`config.mk`:
```
export PLATFORM = sky130hd
export DESIGN_NAME = bnn_conv_engine
export DESIGN_NICKNAME = d
export VERILOG_FILES = /design/src/rtl/bnn_conv_engine.sv
export SDC_FILE = /design/constraint.sdc
export NUM_CORES = 1
export LEC_CHECK = 0
export CAP_MARGIN = 10
export CORE_MARGIN = 2
export CORE_UTILIZATION = 50
export DETAILED_ROUTE_END_ITERATION = 8
export HOLD_SLACK_MARGIN = 0.08
export MAX_ROUTING_LAYER = met4
export PLACE_DENSITY = 0.72
export SLEW_MARGIN = 25
export SYNTH_ARGS = -nofsm -noshare
export SYNTH_HDL_FRONTEND = slang
export SYNTH_SLANG_ARGS = --single-unit
export TNS_END_PERCENT = 100
```
`constraint.sdc`:
```
create_clock -name clk -period 8.2 [get_ports clk]
set_input_delay 1.23 -clock clk [delete_from_list [all_inputs] [get_ports clk]]
set_output_delay 1.23 -clock clk [all_outputs]
set_load 0.02 [all_outputs]
```
`src/rtl/bnn_conv_engine.sv`:
```
// Multi-kernel binary 3x3 XNOR/popcount convolver: streams bit-packed square
// images from SRAM, applies up to MAX_K thresholded kernels, one row word out per cycle.
module bnn_conv_engine #(
  parameter int DATA_W = 16,
  parameter int ADDR_W = 12,
  parameter int MAX_K  = 4
) (
  input  logic              clk,
  input  logic              reset_b,
  input  logic              dut_run,
  output logic              dut_busy,
  output logic [ADDR_W-1:0] dut_sram_read_address,
  input  logic [DATA_W-1:0] sram_dut_read_data,
  output logic [ADDR_W-1:0] dut_sram_write_address,
  output logic [DATA_W-1:0] dut_sram_write_data,
  output logic              dut_sram_write_enable,
  output logic [ADDR_W-1:0] dut_wmem_read_address,
  input  logic [DATA_W-1:0] wmem_dut_read_data
);

  // state | meaning
  // IDLE  | waiting for dut_run
  // WLOAD | reading kernel count word and K kernel words
  // HDR   | reading image header (address cycle, then decode cycle)
  // FILL  | first three row reads of a kernel pass
  // OUT   | one output row per cycle, N-2 rows
  // DONE  | run finished, busy drops next cycle
  typedef enum logic [2:0] {S_IDLE, S_WLOAD, S_HDR, S_FILL, S_OUT, S_DONE} state_t;

  state_t state, state_nxt;

  logic [3:0]        w_addr, w_idx, k_num, k_raw, k_clamp;
  logic              w_dv, hph;
  logic [2:0]        k_idx;
  logic [8:0]        k_w [0:7];
  logic [3:0]        k_t [0:7];
  logic [ADDR_W-1:0] img_base, rd_addr, out_cnt, wr_addr, next_base;
  logic [4:0]        n_reg, cnt, hdr_n;
  logic              hdr_term, pass_end, more_k;
  logic [DATA_W-1:0] row_a, row_b, wr_data, conv;
  logic              wr_en;
  logic              unused_wmem;

  assign unused_wmem = ^wmem_dut_read_data[DATA_W-1:13];

  function automatic logic win_hit(input logic [8:0] win, input logic [8:0] w,
                                   input logic [3:0] t);
    logic [8:0] m;
    logic [3:0] pc;
    m  = ~(win ^ w);
    pc = '0;
    for (int j = 0; j < 9; j++) pc = pc + {3'b000, m[j]};
    return pc >= t;
  endfunction

  assign w_idx     = w_addr - 4'd1;
  assign k_raw     = wmem_dut_read_data[3:0];
  assign k_clamp   = (k_raw > 4'(MAX_K)) ? 4'(MAX_K) : k_raw;
  assign hdr_n     = sram_dut_read_data[4:0];
  assign hdr_term  = (sram_dut_read_data == DATA_W'(255)) || (hdr_n < 5'd3) ||
                     (int'(hdr_n) > DATA_W);
  assign pass_end  = (cnt == n_reg - 5'd3);
  assign more_k    = (({1'b0, k_idx} + 4'd1) < k_num);
  assign next_base = img_base + ADDR_W'(n_reg) + ADDR_W'(1);

  // Window rows: row_a = top, row_b = middle, incoming read data = bottom.
  always_comb begin
    conv = '0;
    for (int i = 0; i < DATA_W - 2; i++) begin
      if ((i + 2 < int'(n_reg)) &&
          win_hit({sram_dut_read_data[i +: 3], row_b[i +: 3], row_a[i +: 3]},
                  k_w[k_idx], k_t[k_idx]))
        conv[i] = 1'b1;
    end
  end

  always_ff @(posedge clk or posedge reset_b) begin
    if (reset_b) state <= S_IDLE;
    else         state <= state_nxt;
  end

  always_comb begin
    state_nxt = state;
    case (state)
      S_IDLE:  if (dut_run) state_nxt = S_WLOAD;
      S_WLOAD: begin
        if (w_dv) begin
          if (w_idx == 4'd0) begin
            if (k_raw == 4'd0) state_nxt = S_DONE;
          end else if (w_idx == k_num) begin
            state_nxt = S_HDR;
          end
        end
      end
      S_HDR:   if (hph) state_nxt = hdr_term ? S_DONE : S_FILL;
      S_FILL:  if (cnt == 5'd2) state_nxt = S_OUT;
      S_OUT:   if (pass_end) state_nxt = more_k ? S_FILL : S_HDR;
      S_DONE:  state_nxt = S_IDLE;
      default: state_nxt = S_IDLE;
    endcase
  end

  always_ff @(posedge clk or posedge reset_b) begin
    if (reset_b) begin
      w_addr   <= '0;
      w_dv     <= 1'b0;
      hph      <= 1'b0;
      k_num    <= '0;
      k_idx    <= '0;
      img_base <= '0;
      rd_addr  <= '0;
      out_cnt  <= '0;
      wr_addr  <= '0;
      n_reg    <= '0;
      cnt      <= '0;
      row_a    <= '0;
      row_b    <= '0;
      wr_data  <= '0;
      wr_en    <= 1'b0;
      for (int k = 0; k < 8; k++) begin
        k_w[k] <= '0;
        k_t[k] <= '0;
      end
    end else begin
      wr_en <= 1'b0;
      w_dv  <= (state == S_WLOAD);
      hph   <= (state == S_HDR) && !hph;
      case (state)
        S_IDLE: begin
          if (dut_run) begin
            w_addr   <= '0;
            k_num    <= '0;
            img_base <= '0;
            rd_addr  <= '0;
            out_cnt  <= '0;
          end
        end
        S_WLOAD: begin
          w_addr <= w_addr + 4'd1;
          if (w_dv) begin
            if (w_idx == 4'd0) begin
              k_num <= k_clamp;
            end else if (w_idx <= k_num) begin
              k_w[3'(w_idx - 4'd1)] <= wmem_dut_read_data[8:0];
              k_t[3'(w_idx - 4'd1)] <= (wmem_dut_read_data[12:9] == 4'd0) ? 4'd5
                                       : wmem_dut_read_data[12:9];
            end
          end
        end
        S_HDR: begin
          if (hph && !hdr_term) begin
            n_reg   <= hdr_n;
            rd_addr <= img_base + ADDR_W'(1);
            k_idx   <= '0;
            cnt     <= '0;
          end
        end
        S_FILL: begin
          rd_addr <= rd_addr + ADDR_W'(1);
          row_a   <= row_b;
          row_b   <= sram_dut_read_data;
          cnt     <= (cnt == 5'd2) ? 5'd0 : cnt + 5'd1;
        end
        S_OUT: begin
          rd_addr <= rd_addr + ADDR_W'(1);
          row_a   <= row_b;
          row_b   <= sram_dut_read_data;
          wr_en   <= 1'b1;
          wr_data <= conv;
          wr_addr <= out_cnt;
          out_cnt <= out_cnt + ADDR_W'(1);
          cnt     <= cnt + 5'd1;
          if (pass_end) begin
            cnt <= '0;
            if (more_k) begin
              k_idx   <= k_idx + 3'd1;
              rd_addr <= img_base + ADDR_W'(1);
            end else begin
              img_base <= next_base;
              rd_addr  <= next_base;
            end
          end
        end
        default: ;
      endcase
    end
  end

  assign dut_busy               = (state != S_IDLE);
  assign dut_sram_read_address  = rd_addr;
  assign dut_wmem_read_address  = ADDR_W'(w_addr);
  assign dut_sram_write_address = wr_addr;
  assign dut_sram_write_data    = wr_data;
  assign dut_sram_write_enable  = wr_en;

endmodule

```
======== Word level (Yosys, flattened, before mapping) ========
Cells that the tools add are included.
cells by class
  add/subtract/negate cells ............... 124
  $lt $le $gt $ge ......................... 36
  equal/unequal tests ..................... 19
  multiplexer cells ....................... 62
  bitwise logic cells ..................... 31
  reductions and logical operators ........ 42
operators by type and width
  operator                                                              count
  4-bit by 1-bit adder with 4-bit output                                70
  9-bit NOT                                                             14
  9-bit XOR                                                             14
  72-bit bitwise mux                                                    1
  12-bit two-way mux                                                    6
  3-bit by 1-bit adder with 4-bit output                                14
  4-bit >= comparator                                                   14
  12-bit by 1-bit adder with 12-bit output (second input constant)      4
  12-bit case mux with 2 select lines                                   2
  12-bit case mux with 4 select lines                                   1
  2-bit by 1-bit adder with 3-bit output                                14
  4-bit by 5-bit < comparator with 1-bit output (first input constant)  8
  3-bit two-way mux                                                     12
  32-bit bitwise mux                                                    1
  4-bit two-way mux                                                     8
  1-bit by 1-bit adder with 2-bit output                                14
  9-bit binary-select mux with 3-bit select                             1
  9-bit demux with 3-bit select                                         1
  9-bit two-way mux                                                     3
  3-bit by 5-bit < comparator with 1-bit output (first input constant)  4
  1-bit logical AND                                                     17
  16-bit by 8-bit == test with 1-bit output (second input constant)     1
  1-bit two-way mux                                                     16
  2-bit inequality test (second input constant)                         8
  other kinds (45)                                                      66
storage, ports and cells
  register bits after elaboration ......... 225
  bits of input ports ..................... 35
  output and inout port bits .............. 54
  word-level logic and storage cells ...... 346

======== Depth between registers and ports, before layout ========
Gate-level depths: netlist of run 1.
  depth after elaboration ................. 17
  depth in mapped cells ................... 21

======== Worst setup path before layout of run 1 ========
Ideal clock, no wire load.
  path type ............................... flip-flop to flip-flop
  from .................................... register k_idx[1]
  to ...................................... register wr_data[12] (netlist: dut_sram_write_data[12])
  library setup time ...................... 0.136 ns
  arrival ................................. 5.426 ns
  path slack .............................. 2.638 ns
  stages on the path, launching flop included .. 21
  path buffers ............................ 3
  clock period less this slack ............ 5.562 ns
  path through ............................ dfrtp_1 > clkbuf_1 > buf_2 > mux4_2 > mux2i_1 > buf_4 > xor2_1 > fa_1 > inv_1 > fa_1 > inv_1 > fa_1 > inv_1 > fa_1 > fa_1 > inv_1 > ha_1 > a21o_1 > a21o_1 > a21oi_1 > o41ai_1
on the way
  cells in the longest elaborated chain, start to end .. 17
  elaborated cells on any way between the ends .. 20
RTL lines
  item                                                   line  text
  from (decl)                                            34    logic [2:0] k_idx;
  from (signal assigned)                                 176   k_idx <= k_idx + 3'd1;
  3-bit NOT with 4-bit output (not written as such) *    72    k_w[k_idx], k_t[k_idx]))
  9-bit binary-select mux with 3-bit select              72
  9-bit two-way mux (not written as such) (2 in series)  72
  9-bit XOR                                              50    m = ~(win ^ w);
  9-bit NOT                                              50
  1-bit by 1-bit adder with 2-bit output                 52    for (int j = 0; j < 9; j++) pc = pc + {3'b000, m[j]};
  2-bit by 1-bit adder with 3-bit output                 52
  3-bit by 1-bit adder with 4-bit output                 52
  4-bit by 1-bit adder with 4-bit output (5 in series)   52
  4-bit >= comparator *                                  53    return pc >= t;
  1-bit logical AND *                                    70    if ((i + 2 < int'(n_reg)) &&
  1-bit two-way mux *                                    70
  to (signal assigned)                                   169   wr_data <= conv;
  to (decl)                                              40    logic [DATA_W-1:0] row_a, row_b, wr_data, conv;
Every way passes the cells marked *; elsewhere a longest branch is shown, timed or not. The select of a mux whose other input is x is not followed.
A chain may end at the register's enable or synchronous reset.

======== Final worst setup path of run 1 ========
  from .................................... register k_idx[0]
  to ...................................... register wr_data[13] (netlist: dut_sram_write_data[13])
Same word-level chain as after synthesis.

==> metrics.md, run 1 <==
| Metric | Value |
|---|---|
| Average wire per standard cell | `18.6 µm` |
| Std-Cell Rows | `65` |
| Synth Area in Compound Gates | `9.31%` |
| Flop-to-flop setup slack | `1.97 ns` |
| CP max-delay cell | `dfrtp_2` |
| WL final | `36000 µm` |
| Via Count | `11073` |
| Initial drt markers | `650` |
| Count leader, synth | `dfrtp_1` |
| Die H | `184 µm` |
| Cell mode on critical path | `fa_1` |
| Hold Buf Count CTS | `0` |
| Startpoint types | `register` |
| Reg clk slew, reported paths | `0.06 ns` |
| Crit path largest cell delay | `0.73 ns` |
| Reg with most FFs | `k_w` |
| Metal2 WL | `17700 µm` |
| Final setup fails | `0` |
| Fraction of the mapped netlist area in adder cells | `16.9%` |
| Post-CTS Setup Bufs | `0` |
| Largest net degree at the start of global routing | `139` |
| Syn Inst Count | `1462` |
| Residual DRC | `0` |
| Resize count post-CTS | `0` |
| Vias in the first global route | `11498` |
| Share of cells above drive strength 1 | `16.1%` |
| Skew final | `0.0211 ns` |
| Clock Tree Buf Depth | `3` |
| Worst EP arrival | `6.62 ns` |
| Grt ovf | `0` |
| Initial DRT Pass Iterations | `5` |
| Syn Area/Cell | `11.1 µm²` |
| WS Path Type | `register to register` |
| ANT cells | `0` |
| Cell area after synthesis | `16200 µm²` |
| Highest Signal Layer | `met4` |
| Min cycle time layout | `6.23 ns` |
| Slew Limit Fails | `0` |
| Largest area contributor in the netlist | `dfrtp_1` |
| CTS Buf Count | `26` |
| Biggest regs | `k_w: 72 flops, k_t: 32 flops` |
| RD Place Congestion | `0.863` |
| Hold/Removal Path Class | `register to register` |
| Relative slew slack | `29.3%` |
| Clock Latency Late Sink | `0.55 ns` |
| Part of the Yosys area used for sequential elements | `34.7%` |
| I/O pin total | `89` |
| First-pass GRT wire length | `59300 µm` |
| Initial antenna violation count | `0` |
| All-Layer GR Usage | `22.6%` |
| WHS Path Cells | `2` |
| Post-synth top area share | `34.7%` |
| Yosys warnings | `0` |
| CP Capture Type | `register` |
| Clk root buf | `clkbuf_16` |
| Setup TNS | `0 ns` |
| Max reg flops | `72` |
| H-tree Lvls | `1` |
| Max_cap viols | `0` |
| Worst reg2reg path depth | `20` |
| XOR/XNOR Fraction of Synth Area | `9.49%` |
| Post-synthesis simple-gate area fraction | `9.09%` |
| Routed Antenna Nets | `0` |
| Synth area leaders | `dfrtp_1 (35%), fa_1 (8.8%), ha_1 (8.2%)` |
| Outcome | `complete, no violations` |
| CTS tree | `done` |
| Highest clock rate | `0.160 GHz` |
| Initial Util | `51.2%` |
| Met3 Wirelength | `1580 µm` |
| RSZ-0062 raised after global routing | `false` |
| Seq cells post-synth | `225` |
| Critical path fanouts, max | `19` |
| Yosys cell types | `82` |
| Post-DP HPWL | `25000 µm` |
| DIE AREA | `33900 µm²` |
| Die span in x | `184 µm` |
| Synth cell count leaders | `dfrtp_1 (225), inv_1 (121), ha_1 (106)` |
| Tcrit/Tclk final | `76.0%` |
| Ys flop type | `dfrtp_1` |
| Critical Path RT | `8.59 ns` |
| Actual slew at the worst max-slew pin | `1.05 ns` |
| Syn-to-layout area delta | `12.2%` |
| Layout Nets | `1730` |
| Fraction of registers with async set/reset | `100%` |
| Core Footprint | `31700 µm²` |
| Vias per std cell | `5.71` |
| Main combinational cell family by area after synthesis | `adder cells` |
| Critical path cell sequence | `buf_4, mux4_2, mux2i_2, buf_4, xor2_1, fa_1, inv_1, fa_1, inv_1, fa_1, inv_1, fa_1, fa_1, inv_1, ha_1, a21o_1, a21oi_1, nor2b_1, o21ai_0, o21ai_0` |
| Final Hold Viols | `0` |
| Clk sink count | `225` |
| Mux cell area share after synthesis | `15.0%` |
| Post-synth EDFFs | `0` |
| Port bufs | `75` |
| Metal1 wirelength | `16000 µm` |
-- critical path: cells and delay by family (launching register included) --
kind            cells  cell delay, ns
compound gates      4            0.63
xor+xnor            1            0.14
fa+ha+maj           6            2.81
buf+inv             6            0.93
flops               1            0.73
mux                 2            0.70
simple gates        1            0.09
-- path summary, 6_finish.rpt --
| check | start | end |
|---|---|---|
| max in group asynchronous | reset_b | k_w[8] |
| setup reg to reg | k_idx[0] | dut_sram_write_data[13] |
| setup / recovery | k_idx[0] | dut_sram_write_data[13] |
| min in group asynchronous | reset_b | w_addr[1] |
| hold reg to reg | dut_sram_write_address[9] | dut_sram_write_address[9] |
| hold / removal | dut_sram_write_address[9] | dut_sram_write_address[9] |
-- through the flow --
stage	worst slack (ns)	utilization [%]	hold WS, ns	std cells	area (µm²)
final	1.97	57.4	0.471	1939	18200
after floorplan	0.807	-	0.455	1471	16300
after detailed placement	1.93	54.5	0.463	1892	17300
after global routing	1.65	57.4	0.502	1939	18200
after CTS	1.90	57.4	0.478	1939	18200
after global placement	2.04	54.5	0.462	1892	17300
-- cell type report --
type	count	area, µm²
Multi-Input combinational cell	1049	9780
Sequential cell	225	5630
Fill cell	2644	13500
Tap cell	402	503
Inverter	123	474
Timing Repair Buffer	93	890
Clock buffer	36	758
Clock inverter	11	161
-- per-layer routing --
layer,GRT usage [%],up-vias
met4,5.44,0
li1,-,5117
met3,2.96,64
met2,37.3,252
met1,29.7,5640
met5,-,-
-- cell usage in the layout, fill, tap and decap left out, types with 45 or more instances in the layout --
master	count
dfrtp_1	224
inv_1	120
ha_1	106
mux2_2	100
nand2_1	96
xor2_1	87
xnor2_1	82
clkdlybuf4s50_1	75
fa_1	71
o21ai_0	60
nor2_1	45
-- cells by family after synthesis --
kind of cell    Yosys count
compound gates          226
xor+xnor                172
fa+ha+maj               177
buf+inv                 197
flops                   225
mux                     185
other cells               1
simple gates            279
Power of run 1 is not shown: default switching activity piles up to over one toggle a cycle in this logic, so the estimate is an artifact.
==> run 2, diff against run 1 <==
==> constraint.sdc (replaced) <==
create_clock -name clk -period 5.85 [get_ports clk]
set_input_delay 0.8775 -clock clk [delete_from_list [all_inputs] [get_ports clk]]
set_output_delay 0.8775 -clock clk [all_outputs]
set_load 0.02 [all_outputs]
==> run 2 against run 1 <==
  * Clock skew down 0.014 ns
  * Wire length is 0.95% lower
  * Cell area increased by 0.93%
  * Cell count grew 0.46%
  * Critical path depth shrank 1
  * Non-clock buffer count is 10 higher
  * Critical path type unchanged
  * Critical endpoint is now dut_sram_write_data[5]
==> metrics.md, run 2 (synthesis gave the netlist of run 1 again) <==
| Metric | Value |
|---|---|
| Final Hold Viols | `0 (unchanged)` |
| All-Layer GR Usage | `22.5% (-0.053 points)` |
| Non-filler cells in the finished layout | `1948 (+0.46%)` |
| Biggest regs | `k_w: 72 flops, k_t: 32 flops` |
| Initial Util | `51.2% (unchanged)` |
| RSZ-0062 raised after global routing | `false` |
| CTS Buf Count | `25 (-3.8%)` |
| Clock Latency Late Sink | `0.54 ns (about the same)` |
| RD Place Congestion | `0.866 (+0.32%)` |
| Final setup fails | `0 (unchanged)` |
| CP Capture Type | `register` |
| Setup TNS | `0 ns (unchanged)` |
| Cells after DPL | `1902 (+0.53%)` |
| DIE AREA | `33900 µm² (unchanged)` |
| Core Footprint | `31700 µm² (unchanged)` |
| Startpoint types | `register` |
| Reg with most FFs | `k_w` |
| Hold/Removal Path Class | `register to register` |
| Hold Buf Count CTS | `0 (unchanged)` |
| Highest clock rate | `0.180 GHz (+12%)` |
| Actual slew at the worst max-slew pin | `1.03 ns (-0.0236 ns)` |
| Commonest non-fill, non-tap cell in the layout | `dfrtp_1` |
| Relative slew slack | `31.2% (+1.9 points)` |
| Final hold slack | `0.475 ns (+0.00358 ns)` |
| Critical path fanouts, max | `14 (-5)` |
| Clock Tree Buf Depth | `3 (unchanged)` |
| Critical Path RT | `6.26 ns (-2.33 ns)` |
| Vias in the first global route | `11213 (-2.5%)` |
| Average wire per standard cell | `18.3 µm (-1.4%)` |
| I/O pin total | `89 (unchanged)` |
| Initial drt markers | `666 (+2.5%)` |
| Via Count | `10997 (-0.69%)` |
| Grt ovf | `0 (unchanged)` |
| Skew final | `0.00727 ns (-0.0138 ns)` |
| Min cycle time layout | `5.54 ns (-0.688 ns)` |
| Slew Limit Fails | `0 (unchanged)` |
| Residual DRC | `0 (unchanged)` |
| Share of cells above drive strength 1 | `16.8% (+0.68 points)` |
| Die H | `184 µm (unchanged)` |
| Initial antenna violation count | `0 (unchanged)` |
| Vias per std cell | `5.65 (-1.1%)` |
| Port bufs | `75 (unchanged)` |
| WS Path Type | `register to register` |
| Die span in x | `184 µm (unchanged)` |
| ANT cells | `0 (unchanged)` |
| Max_cap viols | `0 (unchanged)` |
| Std-Cell Rows | `65 (unchanged)` |
| Max reg flops | `72 (unchanged)` |
| Layout Nets | `1739 (+0.52%)` |
| Worst EP arrival | `5.96 ns (-0.66 ns)` |
| Routed Antenna Nets | `0 (unchanged)` |
| Clk root buf | `clkbuf_16` |
| WL final | `35600 µm (-0.95%)` |
| Commonest cells after routing, fill and taps aside | `dfrtp_1 (224), inv_1 (120), ha_1 (106)` |
| Tcrit/Tclk final | `94.8% (+19 points)` |
| Core Util, Final | `57.9% (+0.54 points)` |
| Reg clk slew, reported paths | `0.06 ns (about the same)` |
| Clk sink count | `225 (unchanged)` |
| Outcome | `complete, no violations` |
| CTS tree | `done` |
| Post-DP HPWL | `25000 µm (about the same)` |
| Largest net degree at the start of global routing | `109 (-22%)` |
| Initial DRT Pass Iterations | `5 (unchanged)` |
| H-tree Lvls | `1 (unchanged)` |
| First-pass GRT wire length | `59100 µm (-0.34%)` |
| Syn-to-layout area delta | `13.2%` |
[run 2: cell types whose count changed in the layout (fill, tap and decap cells not counted), sizes merged]
cell      before  now
clkinv         8    5
clkbuf        36   34
clkinvlp       1    2
buf           18   28
bufinv         3    6
[run 2: area by class of cell]
cell class | count | area [µm²]
Clock buffer | 34 | 739
Timing Repair Buffer | 103 | 1010
Fill cell | 2642 | 13300
Tap cell | 402 | 503
Multi-Input combinational cell | 1049 | 9790
Sequential cell | 225 | 5630
Clock inverter | 12 | 231
Inverter | 123 | 465
[run 2: path summary, 6_finish.rpt]
check | cells after the start | from | end | slack, ns
worst min-delay path | 2 | dut_sram_write_address[11] | dut_sram_write_address[11] | 0.47
max in group asynchronous | 3 | reset_b | k_idx[0] | 3.84
worst max register to register | 19 | k_idx[0] | dut_sram_write_data[5] | 0.31
worst min register to register | 2 | dut_sram_write_address[11] | dut_sram_write_address[11] | 0.47
min in group asynchronous | 2 | reset_b | w_addr[0] | 0.85
worst max-delay path | 19 | k_idx[0] | dut_sram_write_data[5] | 0.31
[run 2: metal layers]
layer / vias to the layer above / global-route usage (%) / share of wire (%)
met1: 5565 / 30.0 / 45
li1: 5150 / - / -
met4: 0 / 5.38 / 2.2
met5: - / - / 0
met3: 56 / 2.47 / 3.8
met2: 226 / 37.3 / 49
[run 2: metrics by stage]
step | cell area (µm²) | worst slack, ns
2_1_floorplan | 16300 | 0.288
3_3_place_gp | 17400 | 0.302
3_5_place_dp | 17400 | 0.238
4_1_cts | 18400 | 0.203
5_1_grt | 18400 | 0.0628
6_report | 18400 | 0.307
[run 2: timing repair]
item                                    CTS  global route
buffers inserted                          0             0
gates resized for setup                   0             1
endpoints found under the setup margin    0             3
[run 2: worst max-delay path, stage by stage (launching register included)]
cell and delay, ns:
dfrtp_4 0.57, mux4_2 0.54, mux2i_2 0.23, buf_12 0.21, xor2_1 0.11, fa_1 0.55
inv_1 0.06, fa_1 0.53, inv_1 0.06, fa_1 0.53, inv_1 0.06, fa_1 0.46
fa_1 0.49, inv_1 0.04, ha_1 0.27, a21o_1 0.15, a21oi_1 0.16, nor2b_1 0.06
o21ai_0 0.25, nand2_1 0.09
Power of run 2 is left out for the same reason.
